$ cat src/rtl/uart_rx_if.sv
// rtl/uart_rx_if.sv - byte handshake between the UART receiver and its consumer
interface uart_rx_if;
    logic [7:0] data_out;
    logic       rx_valid;
    logic       rx_ack;

    modport master (
        output data_out,
        output rx_valid,
        input  rx_ack
    );

    modport slave (
        input  data_out,
        input  rx_valid,
        output rx_ack
    );
endinterface

$ cat src/rtl/uart_rx.sv
// rtl/uart_rx.sv - 8N1 UART receiver, oversampled, mid-bit sampling, valid/ack byte output
module uart_rx #(
    parameter int OVERSAMPLE = 16
) (
    input  logic       clk,
    input  logic       rst_n,
    input  logic       stb_os,
    input  logic       serial_in,
    uart_rx_if.master  rx_if,
    output logic       rx_busy,
    output logic       frame_err,
    output logic       overrun
);
    localparam int CW = $clog2(OVERSAMPLE);
    localparam logic [CW-1:0] HALF_LAST = CW'(OVERSAMPLE / 2 - 1);
    localparam logic [CW-1:0] FULL_LAST = CW'(OVERSAMPLE - 1);

    typedef enum logic [1:0] {
        S_IDLE,
        S_START,
        S_DATA,
        S_STOP
    } state_t;

    state_t          r_state;
    state_t          w_state_nxt;
    logic [1:0]      r_sync;
    logic [CW-1:0]   r_os_cnt;
    logic [CW-1:0]   w_os_cnt_nxt;
    logic [2:0]      r_bit_idx;
    logic [2:0]      w_bit_idx_nxt;
    logic [7:0]      r_shift;
    logic [7:0]      w_shift_nxt;
    logic [7:0]      r_data;
    logic            r_valid;
    logic            r_frame_err;
    logic            r_overrun;
    logic            w_rx_s;
    logic            w_byte_done;
    logic            w_frame_err;

    assign w_rx_s = r_sync[1];

    always_ff @(posedge clk) begin
        if (!rst_n) begin
            r_sync      <= 2'b11;
            r_state     <= S_IDLE;
            r_os_cnt    <= '0;
            r_bit_idx   <= '0;
            r_shift     <= '0;
            r_data      <= '0;
            r_valid     <= 1'b0;
            r_frame_err <= 1'b0;
            r_overrun   <= 1'b0;
        end else begin
            r_sync      <= {r_sync[0], serial_in};
            r_state     <= w_state_nxt;
            r_os_cnt    <= w_os_cnt_nxt;
            r_bit_idx   <= w_bit_idx_nxt;
            r_shift     <= w_shift_nxt;
            r_frame_err <= w_frame_err;
            // A new byte wins over an ack; an ack in the same cycle only suppresses overrun.
            if (w_byte_done) begin
                r_data    <= r_shift;
                r_valid   <= 1'b1;
                r_overrun <= r_valid & ~rx_if.rx_ack;
            end else if (rx_if.rx_ack && r_valid) begin
                r_valid   <= 1'b0;
                r_overrun <= 1'b0;
            end
        end
    end

    always_comb begin
        w_state_nxt   = r_state;
        w_os_cnt_nxt  = r_os_cnt;
        w_bit_idx_nxt = r_bit_idx;
        w_shift_nxt   = r_shift;
        w_byte_done   = 1'b0;
        w_frame_err   = 1'b0;
        if (stb_os) begin
            case (r_state)
                S_IDLE: begin
                    if (!w_rx_s) begin
                        w_state_nxt  = S_START;
                        w_os_cnt_nxt = '0;
                    end
                end
                S_START: begin
                    if (r_os_cnt == HALF_LAST) begin
                        w_os_cnt_nxt = '0;
                        if (w_rx_s) begin
                            w_state_nxt = S_IDLE;
                        end else begin
                            w_state_nxt   = S_DATA;
                            w_bit_idx_nxt = '0;
                        end
                    end else begin
                        w_os_cnt_nxt = r_os_cnt + CW'(1);
                    end
                end
                S_DATA: begin
                    if (r_os_cnt == FULL_LAST) begin
                        w_shift_nxt[r_bit_idx] = w_rx_s;
                        w_os_cnt_nxt           = '0;
                        w_bit_idx_nxt          = r_bit_idx + 3'd1;
                        if (r_bit_idx == 3'd7) begin
                            w_state_nxt = S_STOP;
                        end
                    end else begin
                        w_os_cnt_nxt = r_os_cnt + CW'(1);
                    end
                end
                S_STOP: begin
                    if (r_os_cnt == FULL_LAST) begin
                        w_os_cnt_nxt = '0;
                        w_state_nxt  = S_IDLE;
                        w_byte_done  = w_rx_s;
                        w_frame_err  = ~w_rx_s;
                    end else begin
                        w_os_cnt_nxt = r_os_cnt + CW'(1);
                    end
                end
                default: w_state_nxt = S_IDLE;
            endcase
        end
    end

    assign rx_if.data_out = r_data;
    assign rx_if.rx_valid = r_valid;
    assign rx_busy        = (r_state != S_IDLE);
    assign frame_err      = r_frame_err;
    assign overrun        = r_overrun;
endmodule

$ cat src/flat_wrapper.sv
// flat-port wrapper written by rule: the top's interface ports become plain ports
module uart_rx_flat 
#(
    parameter int OVERSAMPLE = 16
)
  (clk, rst_n, stb_os, serial_in, rx_busy, frame_err, overrun, rx_if_data_out, rx_if_rx_valid, rx_if_rx_ack);
  uart_rx_if rx_if_i ();
  input  logic clk;
  input  logic rst_n;
  input  logic stb_os;
  input  logic serial_in;
  output logic rx_busy;
  output logic frame_err;
  output logic overrun;
  output wire logic [$bits(rx_if_i.data_out)-1:0] rx_if_data_out;
  output wire logic [$bits(rx_if_i.rx_valid)-1:0] rx_if_rx_valid;
  input wire logic [$bits(rx_if_i.rx_ack)-1:0] rx_if_rx_ack;
  assign rx_if_data_out = rx_if_i.data_out;
  assign rx_if_rx_valid = rx_if_i.rx_valid;
  assign rx_if_i.rx_ack = rx_if_rx_ack;
  uart_rx #(.OVERSAMPLE(OVERSAMPLE)) u_core (.clk(clk), .rst_n(rst_n), .stb_os(stb_os), .serial_in(serial_in), .rx_if(rx_if_i), .rx_busy(rx_busy), .frame_err(frame_err), .overrun(overrun));
endmodule
$ cat config.mk
export PLATFORM = sky130hd
export DESIGN_NAME = uart_rx_flat
export DESIGN_NICKNAME = d
export VERILOG_FILES = /design/src/rtl/uart_rx_if.sv /design/src/rtl/uart_rx.sv /design/src/flat_wrapper.sv
export SDC_FILE = /design/constraint.sdc
export NUM_CORES = 1
export LEC_CHECK = 0
export BUFFER_PORTS_ARGS = -buffer_cell sky130_fd_sc_hd__buf_2
export CAP_MARGIN = 40
export CELL_PAD_IN_SITES_DETAIL_PLACEMENT = 0
export CELL_PAD_IN_SITES_GLOBAL_PLACEMENT = 1
export CORE_MARGIN = 8
export CORE_UTILIZATION = 45
export DETAILED_ROUTE_END_ITERATION = 8
export PLACE_DENSITY_LB_ADDON = 0.3
export SKIP_CTS_REPAIR_TIMING = 1
export SYNTH_ARGS = -nofsm -noshare
export SYNTH_HDL_FRONTEND = slang
export SYNTH_SLANG_ARGS = --single-unit
$ cat constraint.sdc
create_clock -name clk -period 2.9 [get_ports clk]
set_input_delay 0.29 -clock clk [delete_from_list [all_inputs] [get_ports clk]]
set_output_delay 0.29 -clock clk [all_outputs]
set_load 0.01 [all_outputs]
==> summary.txt, run 1 <==
Setup path
  • Startpoint Class: flop
  • R2r worst-path depth: 5
  • RR Startpoint: u_core.r_os_cnt[0]
  • Reg2reg end: u_core.overrun
  • Critical path endpoint category: flop
  • CP required: 3.14 ns
  • Worst-path fanout max: 10
  • WS Path Type: flop to flop
  • Data arrival time of the worst path: around 2.3 ns
  • R2r setup slk: approximately 0.86 ns

Run status
  • Status: completed

Clock tree
  • CTS tree: done
  • Num Clock Sinks: 30
  • H-tree levels: 2
  • Worst skew pair latency: about 0.33 ns
  • Cts bufs inserted: 5
  • Clk slew on worst S/H paths: 0.09 ns
  • Clock Tree Root: clkbuf_4
  • Max Buffers Root-to-Sink: 2

Yosys
  • Sequential-to-total area share from yosys stat: 0.458
  • Synthesized area per cell: between 9 and 10 sq um
  • Synth warn: 0
  • Synth area leader: dfxtp_1
  • Top cells by area, synth: dfxtp_1 46%, mux2i_1 12%, nand2_1 3.4%
  • #FFs+latches synth: 30
  • Cell Area, Synth: 1310 sq um
  • Cells after Synth: around 140
  • Syn_nets: roughly 140
  • Netlist cell types: 39
  • Area share of the largest cell type after synthesis: 0.458

Route
  • Via count: 968
  • Post-DRT Antenna Nets: 0
  • 1st-iter DRT viols: 33
  • WL final: about 2400 microns
  • Drt first pass iters: 4
  • Drt drc: 0
  • Via density: around 5.3
  • Drt wl/cell: 13.2 microns

Timing
  • Fin Clk Skew: 0.00525 ns
  • RSZ-0062 raised after global routing: false
  • Worst Max-Slew Pin Slew: roughly 0.69 ns
  • Fin Setup TNS: 0 ns
  • Worst hold-check slack: around 0.14 ns
  • Final period util: 0.703
  • Final hold vios: 0
  • Final setup vio count: 0
  • Slew headroom: 0.540
  • Post-route setup slack: around 0.86 ns
  • Max-slew violation count: 0
  • Fmax: roughly 0.49 GHz
  • Fin crit period: 2.04 ns

Job
  • Max cap viols: 0

Global routing
  • GR Layer Usage met3: 0.0621
  • Gr busiest metal: met2
  • All-layer global routing usage: 0.108
  • Initial antenna violation count: 0
  • Total global routing overflow: 0
  • Largest net degree at the start of global routing: 20
  • Number of global-route vias before repair: 944
  • First-pass GRT wire length: 4370 microns
  • Met1 usage: 0.129
  • GR Util met2: 0.154

Layout
  • Cell Count, Final, Fillers Out: between 150 and 200
  • Area delta synth->final: 10.1%
  • Final #Nets: 157
  • Ant diodes: 0
  • Share of cells above drive strength 1: 0.200
  • Final core utilization: 0.523

Hold path
  • Min-Delay Path Depth: 2
  • Worst min path class: input pin to flop
  • Hold Startpoint: serial_in
  • Min-Delay Endpoint: u_core.r_sync[0]

Power
  • Leakage: 0.608 nW
  • Peak supply drop: 0.384 mV
  • Cell Pwr Density: 486 nW/um^2

Die
  • Initial Util: 0.475
  • Die footprint: slightly below 5000 sq um
  • I/O pin count: 17
  • Die height: ~70 microns
  • Die W: 70.0 microns
  • Core area: 2760 sq um
  • Placement row count: 19

Placement
  • Hpwl dp: between 1500 and 2000 microns
  • Placed Cells: between 150 and 200
  • GPL Wtd Cong: between 0.7 and 0.8
  • # port buffers: 16
  • Setup slack at placement: ~0.84 ns
[cell usage in the layout (no fill, tap or decap), types with 2 or more instances in the layout]
master and count:
a211oi_1 2, nand2_1 12, nor3b_1 5, buf_2 16, dfxtp_1 30, o31ai_1 2
nand3_1 4, a21oi_1 5, o21ai_0 2, a22oi_1 2, o211ai_1 2, o41ai_1 2
nand3b_1 2, clkbuf_4 5, ha_1 3, mux2i_1 16, nand2b_1 3, nor2_1 12
nand4_1 2, or2_2 3, and2_1 2
[routing by layer]
metal	up-vias	wire, microns
met2	17	969
met1	435	1220
li1	511	-
met5	-	0
met3	5	154
met4	0	41
[cells by family (layout without fill, tap and decap cells)]
group | count (synthesis) | count (layout) | synth area share
multiplexers | 16 | 16 | 0.122
AND/OR/NAND/NOR | 49 | 49 | 0.198
XOR/XNOR | 1 | 1 | 0.00669
buffers and inverters | 11 | 26 | 0.0439
flip-flops | 30 | 30 | 0.458
AO/OA/AOI/OAI | 25 | 25 | 0.142
adder cells (fa/ha/maj) | 3 | 3 | 0.0287
[worst max-delay path by stage]
stage | from | to | slack, ns | cells past startpoint
5_1_grt | u_core.r_os_cnt[0] | u_core.rx_if.data_out[1] | 0.64 | 5
6_report | u_core.r_os_cnt[0] | u_core.overrun | 0.86 | 5
4_1_cts | u_core.r_os_cnt[0] | u_core.overrun | 0.82 | 5
3_3_place_gp | u_core.r_os_cnt[0] | u_core.overrun | 0.91 | 5
3_5_place_dp | u_core.r_os_cnt[0] | u_core.overrun | 0.84 | 5
2_1_floorplan | u_core.r_os_cnt[0] | u_core.r_shift[4] | 1.37 | 5
[sequential cells by signal (all words and copies together) (netlist names), named ones only]
| signal | cells |
|---|---|
| u_core.frame_err | 1 |
| u_core.r_state | 1 |
| u_core.r_shift | 8 |
| u_core.r_sync | 2 |
| u_core.r_bit_idx | 3 |
| u_core.r_os_cnt | 4 |
| u_core.overrun | 1 |
| u_core.rx_if.data_out | 8 |
| u_core.rx_if.rx_valid | 1 |
[where the power goes]
| group | internal [mW] | switching (mW) |
|---|---|---|
| combinational | 0.00783 | 0.0153 |
| clock | 0.116 | 0.144 |
| sequential | 0.414 | 0.00381 |
[synth_stat cells]
cell and n:
dfxtp_1 30, mux2i_1 16, nand2_1 12, nor2_1 12, a21oi_1 5, nor3b_1 5, nand3_1 4, buf_2 3
clkbuf_1 3, ha_1 3, nand2b_1 3, or2_2 3, a211oi_1 2, a22oi_1 2, and2_1 2, nand3b_1 2
nand4_1 2, o211ai_1 2, o21ai_0 2, o31ai_1 2, o41ai_1 2, a211o_1 1, a21o_1 1, a21oi_4 1
and4_1 1, buf_4 1, buf_6 1, clkbuf_2 1, clkinv_1 1, inv_1 1, nor2b_1 1, nor3_1 1
o21a_1 1, o21ai_1 1, o221a_2 1, o311ai_0 1, o311ai_1 1, or4b_4 1, xor2_1 1
[worst max-delay path, cell delays in order (launching register included)]
cell and delay [ns]:
dfxtp_1 0.38, ha_1 0.25, and4_1 0.30, nand4_1 0.58, mux2i_1 0.27, a211oi_1 0.18
[final cells by class]
type	instances	area (sq um)
fill	259	1320
clock inverter	2	12.5
sequential	30	601
clock buffer	6	51.3
inverter	2	7.51
timing repair buffer	16	80.1
tap	31	38.8
multi-input combinational	94	652
[per-stage QoR]
stage	power, mW	instance area [sq um]
detailed placement	0.451	1380
global placement	0.450	1380
finish	0.702	1440
global route	0.732	1440
CTS	0.709	1440
floorplan	0.442	1310
Note: power is estimated with default switching activity, not from simulation.
==> inputs of run 2 (changes only) <==
- CORE_UTILIZATION: 45 -> 43
- clock period: 2.9 -> 2 ns (I/O delays scaled with it)
==> summary.txt, run 2 (synthesis gave the netlist of run 1 again) <==
Timing
  • Fmax: around 0.57 GHz
  • Max-slew violation count: 0
  • Slew headroom: 0.753
  • RSZ-0062 raised after global routing: false
  • Worst Max-Slew Pin Slew: 0.368 ns
  • Fin crit period: approximately 1.8 ns
  • Final hold vios: 0
  • Fin Clk Skew: 0.00892 ns
  • Post-route setup slack: about 0.25 ns
  • Final period util: 0.877
  • Final setup vio count: 0
  • Fin Setup TNS: 0 ns

Power
  • Gate power share: 0.034
  • Leakage: around 0.62 nW
  • Flop pwr share: 0.593
  • Clock share of power: 0.374
  • Peak supply drop: ~0.55 mV
  • Net switching power: 0.241 mW
  • Cell Pwr Density: 697 nW/um^2
  • Sw Share: 0.236
  • Cell-internal power: 0.782 mW

Global routing
  • Number of global-route vias before repair: about 940
  • First-pass GRT wire length: 4280 microns
  • Largest net degree at the start of global routing: 14
  • Initial antenna violation count: 0
  • All-layer global routing usage: 0.109
  • Total global routing overflow: 0

Job
  • Max cap viols: 0

Setup path
  • WS Path Type: flop to flop
  • Crit-path cells: ha_1 -> and4_1 -> nand3_1 -> o311ai_0 -> o41ai_1
  • CP required: approximately 2.2 ns
  • Critical path endpoint category: flop
  • Startpoint Class: flop
  • Data arrival time of the worst path: around 2.0 ns
  • Slowest cell on crit path: dfxtp_1
  • Slowest stage delay, CP: between 0.3 and 0.4 ns
  • Worst-path fanout max: 6

Die
  • Die footprint: 5070 sq um
  • Die height: roughly 71 microns
  • I/O pin count: 17
  • Core area: around 3000 sq um
  • Die W: around 70 microns
  • Initial Util: 0.440
  • Placement row count: 20

Layout
  • Area occupied by multi-input gates: 652 sq um
  • Area delta synth->final: 12.0%
  • Ant diodes: 0
  • Most frequent cells in the layout: 30 x dfxtp_1, 16 x mux2i_1, 16 x buf_2
  • Sequential Area: between 600 and 700 sq um
  • Final #Nets: 160
  • Fillers: roughly 300
  • Share of cells above drive strength 1: 0.216
  • Most common cell after layout, fill and taps aside: dfxtp_1

Route
  • Via count: 1015
  • WL final: about 2500 microns
  • Drt wl/cell: 13.7 microns
  • Drt first pass iters: 4
  • Drt drc: 0
  • Post-DRT Antenna Nets: 0
  • Via density: between 5 and 6
  • 1st-iter DRT viols: 32

Clock tree
  • Clk slew on worst S/H paths: about 0.1 ns
  • Max Buffers Root-to-Sink: 2
  • Num Clock Sinks: 30
  • Clock Tree Root: clkbuf_4
  • CTS tree: done
  • Worst skew pair latency: between 0.3 and 0.4 ns
  • H-tree levels: 2
  • Cts bufs inserted: 5

Hold path
  • Worst min path class: input pin to flop

Placement
  • GPL Wtd Cong: ~0.81
  • # port buffers: 16
  • Hpwl dp: around 1800 microns
  • Setup slack at placement: approximately 0.28 ns

Run status
  • Status: completed
[run 2: cell count changes in the layout (fill, tap and decap cells not counted)]
| cell | delta |
|---|---|
| buf_4 | +3 |
[run 2: stage by stage]
| stage | total power [mW] | instances | hold slack (ns) | cell area (sq um) | util |
|---|---|---|---|---|---|
| after floorplan | 0.641 | 135 | 0.273 | 1310 | - |
| after detailed placement | 0.655 | 178 | 0.393 | 1400 | 0.471 |
| after global routing | 1.07 | 186 | 0.0549 | 1470 | 0.493 |
| after global placement | 0.654 | 178 | 0.386 | 1400 | 0.471 |
| final | 1.02 | 186 | 0.0597 | 1470 | 0.493 |
| after CTS | 1.04 | 186 | 0.0479 | 1470 | 0.493 |
[run 2: worst max-delay path: cells and delay by family (launching register included)]
| kind | cells | cell delay [ns] |
|---|---|---|
| DFF | 1 | 0.38 |
| adders and majority gates | 1 | 0.26 |
| AOI/OAI and AO/OA | 2 | 0.49 |
| and+or+nand+nor | 2 | 0.52 |
[run 2: final cells by class]
cell class	instances	area share
inverter	2	0.00512
timing repair buffer	19	0.0699
multi-input combinational	94	0.444
sequential	30	0.409
clock inverter	2	0.00853
tap	33	0.0281
clock buffer	6	0.0350
[run 2: power by group through the flow]
stage / clock [mW] / sequential, mW / combinational, mW
final: 0.382 / 0.607 / 0.0345
after global routing: 0.425 / 0.608 / 0.0389
after CTS: 0.399 / 0.607 / 0.0348
after detailed placement: 0 / 0.620 / 0.0348
after global placement: 0 / 0.620 / 0.0342
after floorplan: 0 / 0.617 / 0.0242
[run 2: layer usage]
metal / routed length, microns / vias to the layer above / GRT usage
li1: - / 519 / -
met3: 135 / 5 / 0.0410
met4: 42 / 0 / 0.0739
met2: 1070 / 25 / 0.147
met1: 1290 / 466 / 0.139
met5: 0 / - / 0
[run 2: worst paths after layout]
check                           from                end  slack [ns]  cells after the start
setup reg to reg  u_core.r_os_cnt[0]  u_core.r_shift[4]        0.25                      5
setup / recovery  u_core.r_os_cnt[0]  u_core.r_shift[4]        0.25                      5
hold reg to reg     u_core.r_sync[0]   u_core.r_sync[1]        0.43                      1
hold / removal             serial_in   u_core.r_sync[0]        0.06                      2
